## src/rtl/sbmx_seq.sv

```systemverilog
// sbmx_seq: iterative SubCells + MixColumn engine. It processes one 16-bit
// column per clock over an NCOL-column state. It uses a valid/ready handshake
// on both sides, an optional mix bypass, and a round-key XOR on each column.

// Combinational transform of a single 16-bit column.
// Nibble 0 is the most significant nibble.
module sbmx_col #(
  parameter logic [63:0] SBOX = 64'h13027E4D9BCFA586
) (
  input  logic [15:0] col,
  input  logic [15:0] key,
  input  logic        skip,
  output logic [15:0] res
);
  // First row of the circulant mix matrix; row i is this row rotated right by i.
  localparam logic [3:0] MB [4] = '{4'h1, 4'h2, 4'h9, 4'h4};

  // S(x) is nibble x counted from the MSB of SBOX.
  function automatic logic [3:0] sbox(input logic [3:0] x);
    return SBOX[{~x, 2'b00} +: 4];
  endfunction

  // Multiply by x in GF(2^4) mod x^4+x+1.
  function automatic logic [3:0] xt(input logic [3:0] x);
    return {x[2:0], 1'b0} ^ (x[3] ? 4'h3 : 4'h0);
  endfunction

  function automatic logic [3:0] gmul(input logic [3:0] x, input logic [3:0] cf);
    logic [3:0] acc;
    logic [3:0] p;
    acc = '0;
    p   = x;
    for (int b = 0; b < 4; b++) begin
      if (cf[b]) acc = acc ^ p;
      p = xt(p);
    end
    return acc;
  endfunction

  logic [0:3][3:0] n, s, m;
  assign n = col;

  // S-box each nibble, then mix through the circulant matrix.
  always_comb begin
    s = '0;
    m = '0;
    for (int i = 0; i < 4; i++) s[i] = sbox(n[i]);
    for (int i = 0; i < 4; i++)
      for (int r = 0; r < 4; r++)
        m[i] = m[i] ^ gmul(s[r], MB[(r - i + 4) % 4]);
  end

  assign res = (skip ? s : m) ^ key;
endmodule

// Sequencer: latch the state, transform it in place one column per cycle,
// then hold the result until the consumer takes it.
module sbmx_seq #(
  parameter int          NCOL = 4,
  parameter logic [63:0] SBOX = 64'h13027E4D9BCFA586,
  localparam int         W    = 16 * NCOL
) (
  input  logic         clk,
  input  logic         rst_n,
  input  logic         in_valid,
  output logic         in_ready,
  input  logic [0:W-1] a,
  input  logic [0:W-1] k,
  input  logic         skip_mix,
  output logic         out_valid,
  input  logic         out_ready,
  output logic [0:W-1] c,
  output logic         busy
);
  localparam int             CW   = (NCOL > 1) ? $clog2(NCOL) : 1;
  localparam logic [CW-1:0]  LAST = CW'(NCOL - 1);

  localparam logic [1:0] IDLE = 2'd0;
  localparam logic [1:0] RUN  = 2'd1;
  localparam logic [1:0] DONE = 2'd2;

  logic [1:0]             state;
  logic [CW-1:0]          cnt;
  logic [0:NCOL-1][15:0]  data;   // working state; column 0 is the MSB column
  logic [0:NCOL-1][15:0]  key;
  logic                   skip;
  logic [15:0]            col_res;

  sbmx_col #(.SBOX(SBOX)) u_col (
    .col  (data[cnt]),
    .key  (key[cnt]),
    .skip (skip),
    .res  (col_res)
  );

  // The working register doubles as the output, so c is stable in DONE.
  assign c = data;

  // Handshake FSM and in-place column update.
  always_ff @(posedge clk or negedge rst_n) begin
    if (!rst_n) begin
      state     <= IDLE;
      cnt       <= '0;
      data      <= '0;
      key       <= '0;
      skip      <= 1'b0;
      in_ready  <= 1'b0;
      out_valid <= 1'b0;
      busy      <= 1'b0;
    end else begin
      case (state)
        IDLE: begin
          if (in_valid && in_ready) begin
            data     <= a;
            key      <= k;
            skip     <= skip_mix;
            cnt      <= '0;
            busy     <= 1'b1;
            in_ready <= 1'b0;
            state    <= RUN;
          end else begin
            // Registered ready: rises one edge after reset release.
            in_ready <= 1'b1;
          end
        end
        RUN: begin
          data[cnt] <= col_res;
          if (cnt == LAST) begin
            busy      <= 1'b0;
            out_valid <= 1'b1;
            state     <= DONE;
          end else begin
            cnt <= cnt + 1'b1;
          end
        end
        DONE: begin
          if (out_ready) begin
            out_valid <= 1'b0;
            in_ready  <= 1'b1;
            state     <= IDLE;
          end
        end
        default: state <= IDLE;
      endcase
    end
  end
endmodule

```

## config.mk

```make
export PLATFORM = sky130hd
export DESIGN_NAME = sbmx_seq
export DESIGN_NICKNAME = d
export VERILOG_FILES = /design/src/rtl/sbmx_seq.sv
export SDC_FILE = /design/constraint.sdc
export NUM_CORES = 1
export LEC_CHECK = 0
export ABC_AREA = 1
export ABC_CLOCK_PERIOD_IN_PS = 5400
export CAP_MARGIN = 20
export CORE_MARGIN = 10
export CORE_UTILIZATION = 30
export CTS_BUF_LIST = sky130_fd_sc_hd__clkbuf_4 sky130_fd_sc_hd__clkbuf_8 sky130_fd_sc_hd__clkbuf_16
export DETAILED_ROUTE_END_ITERATION = 7
export PLACE_DENSITY_LB_ADDON = 0.3
export SLEW_MARGIN = 15
export SYNTH_ARGS = -nofsm -noshare
export SYNTH_HDL_FRONTEND = slang
export SYNTH_HIERARCHICAL = 1
export SYNTH_SLANG_ARGS = --single-unit
```

## constraint.sdc

```tcl
create_clock -name clk -period 5.4 [get_ports clk]
set_clock_uncertainty 0.1 [all_clocks]
set_input_delay 1.35 -clock clk [delete_from_list [all_inputs] [get_ports clk]]
set_output_delay 1.35 -clock clk [all_outputs]
set_load 0.005 [all_outputs]
```

==> impl_metrics.yaml, run 1 <==
place:
  io_buffers: 199
  dp_hpwl_um: 27460
  dp.cells: 2061
  gp_congestion: 0.9141
global_routing:
  grt_overflow: 0
  grt_use_total: 0.1870
  grt_pass1_vias: 9686
  grt_pass1_wl_um: 56950
  grt_start_max_net_pins: 81
  antenna_found_initial: 0
sta:
  finalCriticalPeriod_ps: 3965
  setup_violations: 0
  timing.fmax_mhz: 252.2
  finalMaxSlewViolations: 0
  fin_tns_setup_ps: 0
  final.period_utilization: 0.7342
  relSlewSlack: 0.4529
  timing.final.hold_violations: 0
  rsz0062_at_grt: "no"
  tightest_slew_ps: 819.4
floorplanning:
  start_util: 0.3040
  dieWidth_um: 198.8
  pin_count: 200
  chipHeight_um: 198.8
  coreArea_mm2: 0.03156
  rows: 65
  die-area_mm2: 0.03953
clock_network:
  clk_root_buffer_cell: "clkbuf_16"
  cts_tree: "built"
  cts_buffers: 17
  postCtsHoldBufs: 0
  post_cts_buffers: 0
  clk_pin_slew_ps: 70
  htree_levels: 4
  clk_latency_ps: 430
  clockBufferDepth: 2
  cts_resized: 0
  cts_sinks: 136
cells_and_area:
  syn_to_final_growth_pct: 29.67
  seq_area_mm2: 0.003405
  antenna_cells: 0
  finalNetCount: 1824
  final_cells: 2093
  multiInputGateArea_mm2: 0.005219
  nFillCells: 3370
  utilization: 0.3942
  layout-drive-gt1-share: 0.04790
yosys:
  syn_avg_cell_area_um2: 6.266
  yosysUniqueCellTypes: 33
  yosys_warnings: 6
  syn_inst: 1531
  synth_nets: 1677
  yosysSeqAreaShare: 0.3548
  syn_area_mm2: 0.009593
  ys_ff_latch: 136
setup_path:
  cp_top_family: "simple AND/OR/NAND/NOR gates"
  worstSetupEndpointType: "flip-flop"
  crit_chain: "inv_2 > o211ai_1 > nand2_1 > inv_1 > ha_1 > nand3_1 > nand3_2 > xor2_1 > or2_1 > nand3_1 > xor2_1 > nand2_1 > inv_1 > nand2_1 > nand2_1 > nand2_1 > nand2_1"
  cp.required_ps: 5670
  path_max_fanout: 48
  crit_slowest_cell: "inv_2"
  cp-start-kind: "flip-flop"
  critical-path-max-stage-delay_ps: 600
  arrival_ps: 4240
  crit_buf_inv: 3
  cpMostUsedCell: "nand2_1"
  setup.worst_path.class: "flip-flop to flip-flop"
route:
  drtPass1Iterations: 8
  num_vias: 10050
  drc_errors: 0
  viasPerCell: 4.803
  wirelength_um: 37120
  ant_nets: 0
  drt_iter0_markers: 879
  wl_per_cell_um: 17.73
run_status:
  outcome: "complete, no violations"
job:
  cap_violations: 0
worst_hold_path:
  hp-class: "flip-flop to flip-flop"
synthesized netlist by cell type (all sizes together):
cell	instances	area, µm²
o21ai	40	200.2
clkbuf	22	82.58
a21boi	1	7.510
dfrtp	136	3403
clkinv	2	7.510
or2	3	18.77
nor2	75	294.0
buf	61	327.8
a21oi	3	15.01
o31ai	1	7.510
ha	13	162.7
nand3	196	1016
xnor2	10	87.58
o22ai	1	6.260
xor2	24	217.7
inv	150	565.6
nand4	3	18.77
nand2	753	2877
o211ai	34	255.2
nand3b	3	22.52
layer usage:
layer	up-vias	routed length, µm	global-route usage
li1	5023	-	-
met1	4700	16240	0.2436
met2	292	17740	0.3039
met3	38	2353	0.03988
met4	0	786	0.05454
met5	-	0	0
cell usage in the layout, fill, tap and decap left out, types with 17 or more instances in the layout:
cell	instances
inv_1	141
clkdlybuf4s50_1	198
dfrtp_1	135
o21ai_0	35
o211ai_1	34
nand3_1	189
clkbuf_16	17
nand2_1	738
xor2_1	23
nor2_1	72
kinds of logic (layout without fill, tap and decap cells):
logic type | after synthesis | after routing | synth area share
and+or+nand+nor | 1033 | 1033 | 0.4427
buffers and inverters | 235 | 395 | 0.1025
DFF | 136 | 136 | 0.3548
AOI/OAI and AO/OA | 80 | 80 | 0.05126
xor gates and xnor gates | 34 | 34 | 0.03182
adders and majority gates | 13 | 13 | 0.01696
metrics by stage:
| stage | worst slack [ps] | cell area [µm²] | hold slack, ps |
|---|---|---|---|
| after global routing | 1049 | 12440 | 387.4 |
| after CTS | 1470 | 12440 | 369.6 |
| after floorplan | 2444 | 9593 | 336.6 |
| after detailed placement | 1495 | 11810 | 353.6 |
| after global placement | 1522 | 11790 | 350.8 |
| final | 1435 | 12440 | 367.1 |
final cells by class:
class / instances / share of cell area
Clock buffer: 21 / 0.03812
Clock inverter: 11 / 0.01267
Inverter: 152 / 0.04607
Multi-Input combinational cell: 1160 / 0.4195
Sequential cell: 136 / 0.2737
Tap cell: 402 / 0.04043
Timing Repair Buffer: 211 / 0.1695
worst reg2reg max path: cells and delay by family, from the launching register on:
kind | cells | cell delay [ps]
xor+xnor | 2 | 780
simple gates | 10 | 1270
buf+inv | 3 | 780
flops | 1 | 380
fa+ha+maj | 1 | 320
compound gates | 1 | 310
worst paths after layout:
kind | startpoint | endpoint | slack [ps] | cells after the start
worst max-delay path | cnt[0] | c[40] | 1440 | 17
worst min-delay path | key[48] | key[48] | 370 | 2
worst max register to register | cnt[0] | c[40] | 1440 | 17
worst min register to register | key[48] | key[48] | 370 | 2
max in group asynchronous | rst_n | key[62] | 3360 | 2
min in group asynchronous | rst_n | key[21] | 840 | 1
sequential cells by signal (all words and copies together) (netlist names):
signal / count
c: 64
key: 64
cnt: 2
state: 2
busy: 1
in_ready: 1
out_valid: 1
skip: 1
Power of run 1 is not shown: default switching activity piles up to over one toggle a cycle in this logic, so the estimate is an artifact.
==> run 2, diff against run 1 <==
ABC_CLOCK_PERIOD_IN_PS = 4010   (was 5400)
clock period = 4.01 ns   (was 5.4 ns; I/O delays follow)
==> run 2 against run 1 <==
Against the previous run:
- register-to-register slack got worse by 1000 ps
- count of clock-buffer cells in the layout decreased by 2
- core utilization about the same
- critical path depth increased by 2
- via count increased by 1.9%
- cell count increased by 0.29%
- first-iteration DRC count decreased by 1.5%
- routed wire length increased by 1.2%
- non-clock buffer count increased by 8
- critical path type unchanged
- critical endpoint is now c[8]
- highest routed layer unchanged
==> impl_metrics.yaml, run 2 (same netlist as run 1, synthesis figures left out) <==
run_status:
  outcome: "complete, no violations"
global_routing:
  grt_use_total: 0.1887
  grt_pass1_wl_um: 57990
  grt_pass1_vias: 10070
  grt_start_max_net_pins: 88
  grt_overflow: 0
  antenna_found_initial: 0
setup_path:
  setup.worst_path.class: "flip-flop to flip-flop"
  cp-start-kind: "flip-flop"
  r2r-start: "cnt[0]"
  arrival_ps: 3850
  rrSetupSlack_ps: 420
  path_max_fanout: 19
  r2r-end: "c[8]"
  rr_worst_depth: 19
  cp.required_ps: 4270
  worstSetupEndpointType: "flip-flop"
route:
  wirelength_um: 37560
  wl_per_cell_um: 17.89
  viasPerCell: 4.878
  drt_iter0_markers: 866
  num_vias: 10240
  ant_nets: 0
  drc_errors: 0
  drtPass1Iterations: 5
clock_network:
  cts_tree: "built"
  clk_root_buffer_cell: "clkbuf_16"
  clk_pin_slew_ps: 60
  cts_buffers: 17
  postCtsHoldBufs: 0
  clk_latency_ps: 430
  htree_levels: 4
  cts_sinks: 136
  clockBufferDepth: 2
  cts_resized: 0
  post_cts_buffers: 0
floorplanning:
  dieWidth_um: 198.8
  chipHeight_um: 198.8
  coreArea_mm2: 0.03156
  rows: 65
  die-area_mm2: 0.03953
  start_util: 0.3040
  pin_count: 200
place:
  gp_congestion: 0.9154
  io_buffers: 199
  dp_hpwl_um: 27510
worst_hold_path:
  min_delay_worst_endpoint: "key[48]"
  min_from: "key[48]"
  hp-class: "flip-flop to flip-flop"
  hold_depth: 2
sta:
  finalMaxSlewViolations: 0
  relSlewSlack: 0.5075
  setup_violations: 0
  finalCriticalPeriod_ps: 3591
  tightest_slew_ps: 738.8
  rsz0062_at_grt: "no"
  fin_tns_setup_ps: 0
  final.period_utilization: 0.8954
  timing.final.hold_violations: 0
  timing.fmax_mhz: 278.5
  timing.hold.ws_ps: 366.2
cells_and_area:
  nFillCells: 3401
  finalNetCount: 1832
  final_cell_mix: "nand2_1, clkdlybuf4s50_1, nand3_1, inv_1, dfrtp_1"
  syn_to_final_growth_pct: 29.74
  layout-drive-gt1-share: 0.05127
  utilization: 0.3944
  antenna_cells: 0
  layout_commonest_cell: "nand2_1"
job:
  cap_violations: 0
==> run 2: cell count changes in the layout (fill, tap and decap cells not counted), sizes merged <==
cell	delta
buf	+8
bufinv	-2
clkbuf	-2
clkinv	+2
clkinvlp	+3
inv	-3
==> run 2: per-layer routing <==
| layer | track usage | part of all wire | vias up | wire length (µm) |
|---|---|---|---|---|
| met3 | 0.04005 | 0.065 | 45 | 2433 |
| met4 | 0.06697 | 0.026 | 0 | 967 |
| li1 | - | - | 5046 | - |
| met5 | 0 | 0 | - | 0 |
| met1 | 0.2434 | 0.44 | 4825 | 16580 |
| met2 | 0.3046 | 0.47 | 323 | 17580 |
==> run 2: through the flow <==
step	instance area (µm²)	setup WS [ps]	cells
after floorplan	9593	1054	1531
after global placement	11870	513.6	2068
after detailed placement	11890	503.7	2069
after CTS	12450	490.7	2099
after global routing	12450	136.1	2099
final	12450	419.3	2099
==> run 2: worst max-delay path by stage <==
stage / startpoint / to / slack (ps)
floorplan: cnt[0] / c[8] / 1050
detailed placement: cnt[0] / c[8] / 500
global placement: cnt[0] / c[40] / 510
CTS: cnt[0] / c[1] / 490
global route: cnt[0] / c[8] / 140
finish: cnt[0] / c[8] / 420
==> run 2: critical path, cell delays in order, from the launching register on <==
cell and delay [ps]:
dfrtp_1 380, inv_2 60, buf_4 270, nand2_1 110, o211ai_1 220, nand2_1 230, inv_1 120, ha_1 250
nand3_1 110, nand3_2 220, xor2_1 210, or2_1 220, nand3_1 80, xor2_1 500, nand2_1 120, inv_1 90
nand2_1 50, nand2_1 80, nand2_1 50, nand2_1 60
==> run 2: cell type report <==
class / instances / area [µm²] / share of cell area
inverters: 152 / 573.1 / 0.04604
clock inverters: 11 / 100.1 / 0.008043
repair buffers: 219 / 2193 / 0.1762
well taps: 402 / 503.0 / 0.04041
flip-flops and latches: 136 / 3405 / 0.2735
multi-input cells: 1160 / 5219 / 0.4193
clock buffers: 19 / 452.9 / 0.03639
Power of run 2 is left out for the same reason.
==> run 3, diff against run 2 <==
CORE_UTILIZATION = 48   (was 30)
SYNTH_HIERARCHICAL = default   (was 1)
==> run 3 against run 2 <==
Against the previous run:
- count of clock-buffer cells in the layout is the same
- area after synthesis fell by 8.7%
- via count fell by 13%
- cell count decreased by 27%
- maximum frequency rose by 3.0%
- synthesized cell count shrank 27%
- first-iteration DRC count rose by 16%
- sequential share of layout area increased by 2.3 points
- critical path depth shrank 2
- core utilization up 25 points
- die area fell by 39%
- non-clock buffer count decreased by 6
- critical path type unchanged
==> impl_metrics.yaml, run 3 <==
yosys:
  synth_top_cell_area_share: 0.3885
  synth_common_cells: "nand2_1, nand3_1, dfrtp_1"
  yosysUniqueCellTypes: 42
  ys_async_sr_fraction: 1.000
  syn_area_mm2: 0.008761
  synth_enable_flop_cells: 0
  synth_area_leader_cell: "dfrtp_1"
  yosysMostFrequentCell: "nand2_1"
  syn_inst: 1117
  yosys_warnings: 0
  yosysSeqAreaShare: 0.3885
  ys.flop_type: "dfrtp_1"
  ys_ff_latch: 136
  synth_nets: 1262
  syn_avg_cell_area_um2: 7.843
  synthTopCellsByArea: "dfrtp_1, nand2_1, mux2_2, nand3_1, a21oi_1"
setup_path:
  path_max_fanout: 32
  cp-start-kind: "flip-flop"
  worstSetupEndpointType: "flip-flop"
  setup.worst_path.class: "flip-flop to flip-flop"
  arrival_ps: 3750
  r2r-start: "cnt[0]"
  cp.required_ps: 4270
  crit_start: "cnt[0]"
job:
  cap_violations: 0
route:
  wl_per_cell_um: 20.18
  drc_errors: 0
  drt_iter0_markers: 1007
  num_vias: 8885
  viasPerCell: 5.781
  wirelength_um: 31020
  drtPass1Iterations: 6
  ant_nets: 0
clock_network:
  postCtsHoldBufs: 0
  cts_resized: 0
  htree_levels: 4
  cts_sinks: 136
  post_cts_buffers: 0
  cts_buffers: 17
  clockBufferDepth: 2
  clk_pin_slew_ps: 60
  cts_tree: "built"
  clk_root_buffer_cell: "clkbuf_16"
  clk_latency_ps: 430
sta:
  final.period_utilization: 0.8697
  timing.hold.ws_ps: 378.3
  tightest_slew_ps: 905.4
  finalMaxSlewViolations: 0
  timing.fmax_mhz: 286.8
  relSlewSlack: 0.3964
  finalCriticalPeriod_ps: 3487
  fin_tns_setup_ps: 0
  setup_violations: 0
  timing.final.hold_violations: 0
  rsz0062_at_grt: "no"
cells_and_area:
  syn_to_final_growth_pct: 31.16
  layout_commonest_cell: "nand2_1"
  final_cell_mix: "nand2_1, clkdlybuf4s50_1, nand3_1, dfrtp_1, a21oi_1"
  seq_area_mm2: 0.003405
  antenna_cells: 0
  nFillCells: 1569
  multiInputGateArea_mm2: 0.004785
  finalNetCount: 1440
  layout-drive-gt1-share: 0.1552
floorplanning:
  die-area_mm2: 0.02406
  coreArea_mm2: 0.01796
  chipHeight_um: 155.1
  pin_count: 200
  start_util: 0.4877
  dieWidth_um: 155.1
  rows: 49
global_routing:
  grt_overflow: 0
  grt_pass1_vias: 8760
  grt_pass1_wl_um: 48280
  grt_use_total: 0.2511
  grt_start_max_net_pins: 71
  antenna_found_initial: 0
run_status:
  outcome: "complete, no violations"
worst_hold_path:
  hp-class: "flip-flop to flip-flop"
  min_from: "out_valid"
place:
  dp_hpwl_um: 22860
  gp_congestion: 0.9755
  io_buffers: 199
==> run 3: final cells by class <==
class / instances / area share
Inverter: 76 / 0.02570
Timing Repair Buffer: 213 / 0.1834
Clock inverter: 13 / 0.01448
Multi-Input combinational cell: 851 / 0.4164
Sequential cell: 136 / 0.2963
Clock buffer: 19 / 0.03887
Tap cell: 229 / 0.02493
==> run 3: routing by layer <==
layer	GRT usage	vias to the layer above	part of all wire
met3	0.05597	82	0.086
met2	0.4165	436	0.48
met1	0.3155	4282	0.40
li1	-	4085	-
met4	0.08502	0	0.034
met5	0	-	0
==> run 3: kinds of logic after synthesis <==
kind of cell	share of synthesized area
buffers and inverters	0.06684
AO/OA/AOI/OAI	0.09969
flip-flops	0.3885
AND/OR/NAND/NOR	0.3111
multiplexers	0.08226
adder cells (fa/ha/maj)	0.01714
XOR/XNOR	0.03456
==> run 3: final timing paths <==
check	endpoint	slack (ps)	depth (start not counted)
setup reg to reg	c[45]	520	17
hold / removal	out_valid	380	2
max in group asynchronous	c[50]	2430	2
min in group asynchronous	key[49]	550	1
hold reg to reg	out_valid	380	2
setup / recovery	c[45]	520	17
==> run 3: worst max-delay path, cell delays in order (launching register included) <==
cell     delay [ps]
dfrtp_2         780
inv_6           250
nand2_1         120
nand3_1          70
nand2_1         210
inv_1            70
ha_1            290
inv_1            80
nand3_1         100
nand3_1          90
nand2_1         140
nand2_1         140
nand2_1          80
nand2_1          70
nand3_1         180
xnor2_2         360
nand2_1         100
a21oi_1         150
==> run 3: metrics by stage <==
step,setup slack (ps),util,cells,area [µm²]
6_report,522.7,0.6397,1537,11490
5_1_grt,304.1,0.6397,1537,11490
4_1_cts,610.3,0.6397,1537,11490
3_5_place_dp,628.7,0.6056,1505,10880
3_3_place_gp,660.4,0.6056,1505,10880
2_1_floorplan,1492,-,1117,8761
Power of run 3 is left out for the same reason.
